==> src/rtl/unsign_add_sub_pipe.sv <==
// unsign_add_sub_pipe: two-stage valid/ready pipeline computing unsigned
// add/subtract on the operands or against an internal accumulator, with
// optional saturation and a carry/borrow flag from the unclamped operation.
module unsign_add_sub_pipe #(
   parameter int INPUT_BIT_WIDTH = 8,
   parameter int ACC_ENABLE      = 1
) (
   input  logic                       Clk,
   input  logic                       ResetN,
   input  logic                       InValid,
   output logic                       InReady,
   input  logic [INPUT_BIT_WIDTH-1:0] InputA,
   input  logic [INPUT_BIT_WIDTH-1:0] InputB,
   input  logic [1:0]                 Mode,
   input  logic                       Saturate,
   input  logic                       AccClear,
   output logic                       OutValid,
   input  logic                       OutReady,
   output logic [INPUT_BIT_WIDTH-1:0] Result,
   output logic                       CarryBorrow,
   output logic [INPUT_BIT_WIDTH-1:0] AccValue
);

   localparam int W = INPUT_BIT_WIDTH;

   // Stage 1 payload
   logic         s1Valid;
   logic [W-1:0] s1A;
   logic [W-1:0] s1B;
   logic [1:0]   s1Mode;
   logic         s1Sat;

   // Stage 2 valid and accumulator
   logic         s2Valid;
   logic [W-1:0] accReg;

   // Handshake and arithmetic intermediates
   logic         s2Advance;
   logic         s1Transfer;
   logic         inAccept;
   logic [W-1:0] accRead;
   logic [W-1:0] base;
   logic [W-1:0] operand;
   logic         isSub;
   logic [W:0]   full;
   logic [W-1:0] nextResult;
   logic         nextCb;

   // Pipeline advance conditions; InReady never looks at InValid
   always_comb begin
      s2Advance  = !s2Valid || OutReady;
      InReady    = !s1Valid || s2Advance;
      inAccept   = InValid && InReady;
      s1Transfer = s1Valid && s2Advance;
   end

   // Stage 2 datapath: W+1 bit add/sub, MSB is carry/borrow, optional clamp
   always_comb begin
      accRead = (ACC_ENABLE != 0) ? accReg : '0;
      if (s1Mode[1]) begin
         base    = accRead;
         operand = s1A;
      end else begin
         base    = s1A;
         operand = s1B;
      end
      isSub = s1Mode[0];
      if (isSub) begin
         full = {1'b0, base} - {1'b0, operand};
      end else begin
         full = {1'b0, base} + {1'b0, operand};
      end
      nextCb = full[W];
      if (s1Sat && nextCb) begin
         nextResult = isSub ? '0 : '1;
      end else begin
         nextResult = full[W-1:0];
      end
   end

   // Stage 1 register: capture operands on accept, hold payload while stalled
   always_ff @(posedge Clk or negedge ResetN) begin
      if (!ResetN) begin
         s1Valid <= 1'b0;
         s1A     <= '0;
         s1B     <= '0;
         s1Mode  <= '0;
         s1Sat   <= 1'b0;
      end else if (InReady) begin
         s1Valid <= InValid;
         if (InValid) begin
            s1A    <= InputA;
            s1B    <= InputB;
            s1Mode <= Mode;
            s1Sat  <= Saturate;
         end
      end
   end

   // Stage 2 register: registered result, held until consumed downstream
   always_ff @(posedge Clk or negedge ResetN) begin
      if (!ResetN) begin
         s2Valid     <= 1'b0;
         Result      <= '0;
         CarryBorrow <= 1'b0;
      end else if (s2Advance) begin
         s2Valid <= s1Valid;
         if (s1Valid) begin
            Result      <= nextResult;
            CarryBorrow <= nextCb;
         end
      end
   end

   // Accumulator: written back on the S1->S2 transfer edge so accumulate
   // beats chain; a same-edge clear wins while the beat saw the old value
   always_ff @(posedge Clk or negedge ResetN) begin
      if (!ResetN) begin
         accReg <= '0;
      end else if (AccClear) begin
         accReg <= '0;
      end else if ((ACC_ENABLE != 0) && s1Transfer && s1Mode[1]) begin
         accReg <= nextResult;
      end
   end

   assign OutValid = s2Valid;
   assign AccValue = accReg;

   // inAccept is kept for readability of the handshake; tie it off here
   logic unusedAccept;
   assign unusedAccept = inAccept;

endmodule
==> config.mk <==
export PLATFORM = sky130hd
export DESIGN_NAME = unsign_add_sub_pipe
export DESIGN_NICKNAME = d
export VERILOG_FILES = /design/src/rtl/unsign_add_sub_pipe.sv
export SDC_FILE = /design/constraint.sdc
export NUM_CORES = 1
export LEC_CHECK = 0
export ABC_AREA = 1
export BUFFER_PORTS_ARGS = -buffer_cell sky130_fd_sc_hd__buf_2
export CAP_MARGIN = 20
export CORE_UTILIZATION = 45
export CTS_CLUSTER_SIZE = 28
export DETAILED_ROUTE_END_ITERATION = 10
export PLACE_DENSITY = 0.67
export SLEW_MARGIN = 0
export SYNTH_ARGS = -nofsm -noshare
export SYNTH_HDL_FRONTEND = slang
export SYNTH_SLANG_ARGS = --single-unit
export TNS_END_PERCENT = 100
==> constraint.sdc <==
create_clock -name Clk -period 8.1 [get_ports Clk]
set_input_delay 0.405 -clock Clk [delete_from_list [all_inputs] [get_ports Clk]]
set_output_delay 0.405 -clock Clk [all_outputs]
set_load 0.1 [all_outputs]
==> results of run 1 <==
metal layers:
metal	routed length [um]	GRT usage
met4	76	0.06624
met5	0	0
met2	2247	0.3272
met1	2340	0.2689
met3	170	0.04527
cell usage in the layout (no fill, tap or decap), drive strengths merged, types with 9 or more instances in the layout:
master / n
nand2: 125
buf: 42
dfrtp: 38
inv: 31
a21oi: 14
nor2: 14
nand3: 14
mux2: 13
ha: 9
o21ai: 9
path summary, 6_finish.rpt:
path                                to  slack [ps]  cells after the start
setup / recovery           AccValue[1]        4530                     20
hold / removal                  s1A[6]         210                      1
setup reg to reg           AccValue[1]        4530                     20
hold reg to reg              Result[4]         470                      2
max in group asynchronous  AccValue[3]        7370                      1
min in group Clk                s1A[2]         350                      2
worst max-delay path, delay by kind of cell (launching register included):
family                   cells  cell delay, ps
XOR/XNOR                     1             150
flip-flops                   1             770
AO/OA/AOI/OAI                3             390
AND/OR/NAND/NOR             12            1410
buffers and inverters        2             290
adder cells (fa/ha/maj)      2             510
per-stage QoR:
step	cells	power, mW	hold WS, ps	util	area, um^2
2_1_floorplan	293	0.7808	109.4	-	2326
3_3_place_gp	395	0.8810	459.5	0.5298	2569
3_5_place_dp	395	0.8842	459.5	0.5298	2569
4_1_cts	402	1.010	235.5	0.5463	2649
5_1_grt	402	1.080	294.0	0.5463	2649
6_report	402	1.003	211.7	0.5463	2649
sequential cells by signal, summed over array words and instances (netlist names):
signal       count
OutValid         1
s1B              8
CarryBorrow      1
AccValue         8
s1Valid          1
s1Sat            1
s1Mode           2
Result           8
s1A              8
logic make-up after synthesis:
logic type,count (synthesis),synth area share
fa+ha+maj,10,0.05702
buf+inv,38,0.07208
simple gates,155,0.2878
flops,38,0.4088
mux,14,0.06724
compound gates,29,0.07316
xor+xnor,9,0.03389
power by group through the flow:
| stage | Sequential (mW) | Combinational [mW] | Clock, mW |
|---|---|---|---|
| after global placement | 0.275 | 0.606 | 0 |
| final | 0.272 | 0.610 | 0.121 |
| after detailed placement | 0.275 | 0.609 | 0 |
| after floorplan | 0.487 | 0.293 | 0 |
| after CTS | 0.273 | 0.611 | 0.126 |
| after global routing | 0.278 | 0.669 | 0.134 |
area by class of cell:
class / count / area [um^2] / share of cell area
flip-flops and latches: 38 / 950.9 / 0.3590
inverters: 31 / 116.4 / 0.04393
well taps: 67 / 83.83 / 0.03165
repair buffers: 42 / 210.2 / 0.07936
multi-input cells: 217 / 1207 / 0.4558
clock buffers: 6 / 72.57 / 0.02740
clock inverters: 1 / 7.507 / 0.002834
==> impl_metrics.py, run 1 <==
metrics = {
    "clocking": {
        "cts_root_buffer": "clkbuf_8",
        "numClockSinks": 38,
        "ctsResizeCount": 0,
        "htreeDepth": 2,
        "cts_made_buffers": 5,
        "clkLatencyLatePin_ps": 280,
        "cts_setup_buffers": 0,
        "path_clk_slew_ps": 70,
        "cts_hold_buf": 0,
        "tritoncts": "built",
        "clock_path_buffers": 2,
    },
    "global_routing": {
        "grt_pass1_wl_um": 8307,
        "grtUsageTotal": 0.2026,
        "antenna_found_initial": 0,
        "overflow": 0,
        "grt_max_degree": 39,
        "grt_pass1_vias": 1863,
    },
    "cells_and_area": {
        "diodes": 0,
        "drive_gt1_frac": 0.2448,
        "area_growth_pct": 13.88,
        "fillers": 488,
        "nNetsFinal": 369,
    },
    "placed_design": {
        "port_buffers": 42,
        "dp_hpwl_um": 3771,
        "pre_cts_ws_ps": 4557,
        "gp_congestion": 0.8481,
    },
    "drt": {
        "firstDrtPassIters": 4,
        "first_iter_violations": 79,
        "wl_um": 4835,
        "wl_per_cell_um": 12.03,
        "vias_per_cell": 4.759,
        "ant_nets": 0,
        "vias": 1913,
        "drc": 0,
    },
    "setup_path": {
        "slowest_stage": "dfrtp_1",
        "crit_fanout": 22,
        "cp.required_ps": 8330,
        "end_kind": "flop",
        "crit_path_start": "s1Mode[1]",
        "cp_cell_sequence": "inv_2 > or2_1 > o21ai_2 > ha_1 > nand3_1 > nor2_1 > a21oi_1 > xor2_1 > ha_1 > nand2_1 > inv_1 > nand2_1 > nand2_1 > a21oi_1 > nand3_2 > nand2_2 > nand3_4 > nand2_1 > nand2_1 > nand2_1",
        "critPathKind": "flop to flop",
        "critPathMaxStageDelay_ps": 770,
        "critPathArrivalTime_ps": 3800,
        "regToRegStartpoint": "s1Mode[1]",
        "crit_path_start_kind": "flop",
        "cp_common_cell": "nand2_1",
    },
    "die": {
        "boundaryPins": 43,
        "coreArea_um2": 4848,
        "num_rows": 25,
        "dieArea_um2": 5460,
        "die_w_um": 73.90,
        "start_util": 0.4797,
        "die_y_um": 73.90,
    },
    "sta": {
        "layout_worst_path_cycle_share": 0.4412,
        "fin_worst_skew_ps": 3.769,
        "worst_slack_ps": 4526,
        "worstMarginPinSlew_ps": 891.3,
        "max_freq_ghz": 0.2798,
        "fin_crit_ps": 3574,
        "setup_tns_ps": 0,
        "finalHoldViolCount": 0,
        "slew_headroom": 0.4044,
        "finalSetupViolCount": 0,
        "rsz0062_at_grt": "false",
        "slew_violations": 0,
    },
    "yosys": {
        "synth_most_common_cell": "nand2_1",
        "synth_area_leaders": "dfrtp_1 (41%), nand2_1 (19%), mux2_2 (6.3%)",
        "syn-num-nets": 327,
        "syn_area_per_cell_um2": 7.939,
        "ys_seq_elements": 38,
        "postSynthCellCount": 293,
        "ys_top_cells_by_count": "nand2_1 (116), dfrtp_1 (38), inv_1 (30)",
        "async_reset_ff_frac": 1.000,
        "ys_seq_area_frac": 0.4088,
        "syn_area_um2": 2326,
        "yosysTopAreaCellShare": 0.4088,
        "yosysTopAreaCell": "dfrtp_1",
        "ys_warn_count": 0,
        "synth_cell_types": 31,
        "synth_edf_count": 0,
        "synth_ff_type": "dfrtp_1",
    },
    "power_and_ir_drop": {
        "p_int_mw": 0.4479,
        "seqPwrFrac": 0.271,
        "power_switching_mw": 0.5556,
        "p_clk_frac": 0.121,
        "vdd_drop_max_mv": 0.2029,
        "p_comb_frac": 0.608,
        "p_per_area_nw_per_um2": 378.8,
        "p_leak_nw": 1.502,
        "sw_frac_of_total": 0.5537,
    },
    "min_path": {
        "hold_class": "input pin to asynchronous set/reset pin",
    },
    "job": {
        "drv_cap": 0,
    },
    "outcome": {
        "status": "completed",
    },
}
(Power assumes the default switching activity.)
==> run 2, diff against run 1 <==
--- a/config.mk
+++ b/config.mk
@@ -11,7 +11,7 @@
 export CORE_UTILIZATION = 45
 export CTS_CLUSTER_SIZE = 28
 export DETAILED_ROUTE_END_ITERATION = 10
-export PLACE_DENSITY = 0.67
+export PLACE_DENSITY = 0.69
 export SLEW_MARGIN = 0
 export SYNTH_ARGS = -nofsm -noshare
 export SYNTH_HDL_FRONTEND = slang
==> constraint.sdc (replaced) <==
create_clock -name Clk -period 3 [get_ports Clk]
set_input_delay 0.15 -clock Clk [delete_from_list [all_inputs] [get_ports Clk]]
set_output_delay 0.15 -clock Clk [all_outputs]
set_load 0.1 [all_outputs]
==> impl_metrics.py, run 2 (same netlist as run 1, synthesis figures left out) <==
metrics = {
    "power_and_ir_drop": {
        "vdd_drop_max_mv": 0.5728,
        "p_int_mw": 1.327,
        "p_leak_nw": 1.594,
        "power_switching_mw": 1.577,
        "p_comb_frac": 0.638,
        "seqPwrFrac": 0.249,
        "p_per_area_nw_per_um2": 1000,
        "totalPowerFinal_mw": 2.904,
        "sw_frac_of_total": 0.5429,
        "p_clk_frac": 0.113,
    },
    "sta": {
        "worst_slack_ps": 136.5,
        "slew_headroom": 0.4137,
        "fin_hold_ws_ps": 94.75,
        "fin_crit_ps": 2863,
        "fin_worst_skew_ps": 5.303,
        "finalHoldViolCount": 0,
        "max_freq_ghz": 0.3492,
        "worstMarginPinSlew_ps": 877.3,
        "slew_violations": 0,
        "layout_worst_path_cycle_share": 0.9545,
        "finalSetupViolCount": 0,
    },
    "setup_path": {
        "regToRegStartpoint": "s1Mode[1]",
        "slowest_stage": "dfrtp_2",
        "cp.required_ps": 3230,
        "crit_path_start_kind": "flop",
        "cp_cell_sequence": "inv_4 > nand2_2 > nand2_1 > nor2_1 > nand2_2 > nor2_2 > inv_2 > o21ai_2 > xor2_1 > ha_1 > nand2_1 > nand2_1 > nand2_1 > nand2_1 > a21oi_2 > nand3_2 > nand2_2 > nand3_4 > nand2_2 > nand2_1 > nand2_1",
        "r2r_cells": 21,
        "r2r_end": "AccValue[2]",
        "endpoint": "AccValue[2]",
        "reg2reg_slack_ps": 140,
        "crit_fanout": 8,
        "end_kind": "flop",
        "critPathArrivalTime_ps": 3090,
        "critPathKind": "flop to flop",
        "cp_common_cell": "nand2_1",
        "critPathMaxStageDelay_ps": 450,
        "crit_path_start": "s1Mode[1]",
    },
    "die": {
        "start_util": 0.4797,
        "die_w_um": 73.90,
        "die_y_um": 73.90,
        "dieArea_um2": 5460,
        "boundaryPins": 43,
        "num_rows": 25,
        "coreArea_um2": 4848,
    },
    "placed_design": {
        "port_buffers": 42,
        "pre_cts_ws_ps": 32.42,
        "dp_hpwl_um": 3683,
        "gp_congestion": 0.8490,
    },
    "clocking": {
        "htreeDepth": 2,
        "path_clk_slew_ps": 70,
        "clkLatencyLatePin_ps": 280,
        "cts_root_buffer": "clkbuf_8",
        "numClockSinks": 38,
        "cts_made_buffers": 5,
        "clock_path_buffers": 2,
        "tritoncts": "built",
    },
    "drt": {
        "drc": 0,
        "first_iter_violations": 83,
        "wl_per_cell_um": 12.00,
        "ant_nets": 0,
        "firstDrtPassIters": 4,
        "vias_per_cell": 4.881,
        "vias": 2045,
        "wl_um": 5030,
    },
    "cells_and_area": {
        "final_cell_mix": "nand2_1 (102), buf_2 (42), dfrtp_1 (37), inv_1 (29), nand2_2 (22)",
        "area_growth_pct": 24.80,
        "diodes": 0,
        "fillers": 450,
        "final_common_cell": "nand2_1",
        "multi_input_area_um2": 1328,
        "drive_gt1_frac": 0.3523,
        "regArea_um2": 952.2,
        "nNetsFinal": 386,
    },
    "job": {
        "drv_cap": 0,
    },
    "global_routing": {
        "grt_pass1_wl_um": 8183,
        "antenna_found_initial": 0,
        "overflow": 0,
        "grt_pass1_vias": 1878,
        "grt_max_degree": 39,
        "grtUsageTotal": 0.1965,
    },
    "min_path": {
        "hold_class": "input pin to flop",
        "hold_path_depth": 2,
    },
    "outcome": {
        "status": "completed",
    },
}
run 2: area by class of cell:
| cell class | instances | share of cell area |
|---|---|---|
| clock buffer | 6 | 0.02500 |
| tap | 67 | 0.02888 |
| inverter | 31 | 0.04095 |
| sequential | 38 | 0.3280 |
| clock inverter | 1 | 0.002586 |
| multi-input combinational | 217 | 0.4573 |
| timing repair buffer | 59 | 0.1172 |
run 2: power groups by stage:
stage	combinational, mW	sequential, mW	clock (mW)
floorplan	0.793	1.32	0
global route	2.03	0.740	0.363
CTS	1.68	0.722	0.340
finish	1.85	0.724	0.328
detailed placement	1.67	0.729	0
global placement	1.66	0.728	0
run 2: through the flow:
step                cell area [um^2]    util  instances  setup TNS (ps)
floorplan                       2331       -        293               0
global route                    2903  0.5987        419           -1610
finish                          2903  0.5987        419               0
global placement                2626  0.5417        402               0
detailed placement              2626  0.5417        402               0
CTS                             2718  0.5605        410               0
run 2: critical path, delay by kind of cell, from the launching register on:
family,cells,cell delay [ps]
AO/OA/AOI/OAI,2,310
XOR/XNOR,1,200
adder cells (fa/ha/maj),1,300
buffers and inverters,2,120
flip-flops,1,450
AND/OR/NAND/NOR,15,1430
run 2: metal layers:
layer	share of wire	track usage	vias to the layer above
li1	-	-	1036
met1	0.47	0.2709	954
met2	0.48	0.3140	51
met3	0.038	0.04252	4
met4	0.0070	0.04915	0
met5	0	0	-
run 2: worst min path at each step:
stage / start / to
6_report: InputA[2] / s1A[2]
2_1_floorplan: ResetN / AccValue[0]
5_1_grt: InputA[0] / s1A[0]
3_5_place_dp: ResetN / Result[6]
3_3_place_gp: ResetN / Result[6]
4_1_cts: InputA[2] / s1A[2]
run 2: timing repair:
item	4_1_cts	5_1_grt
setup buffers	0	9
hold buffers	1	0
pin swaps	0	20
gates resized for setup	1	32
endpoints found under the hold margin	32	0
endpoints found under the setup margin	1	16
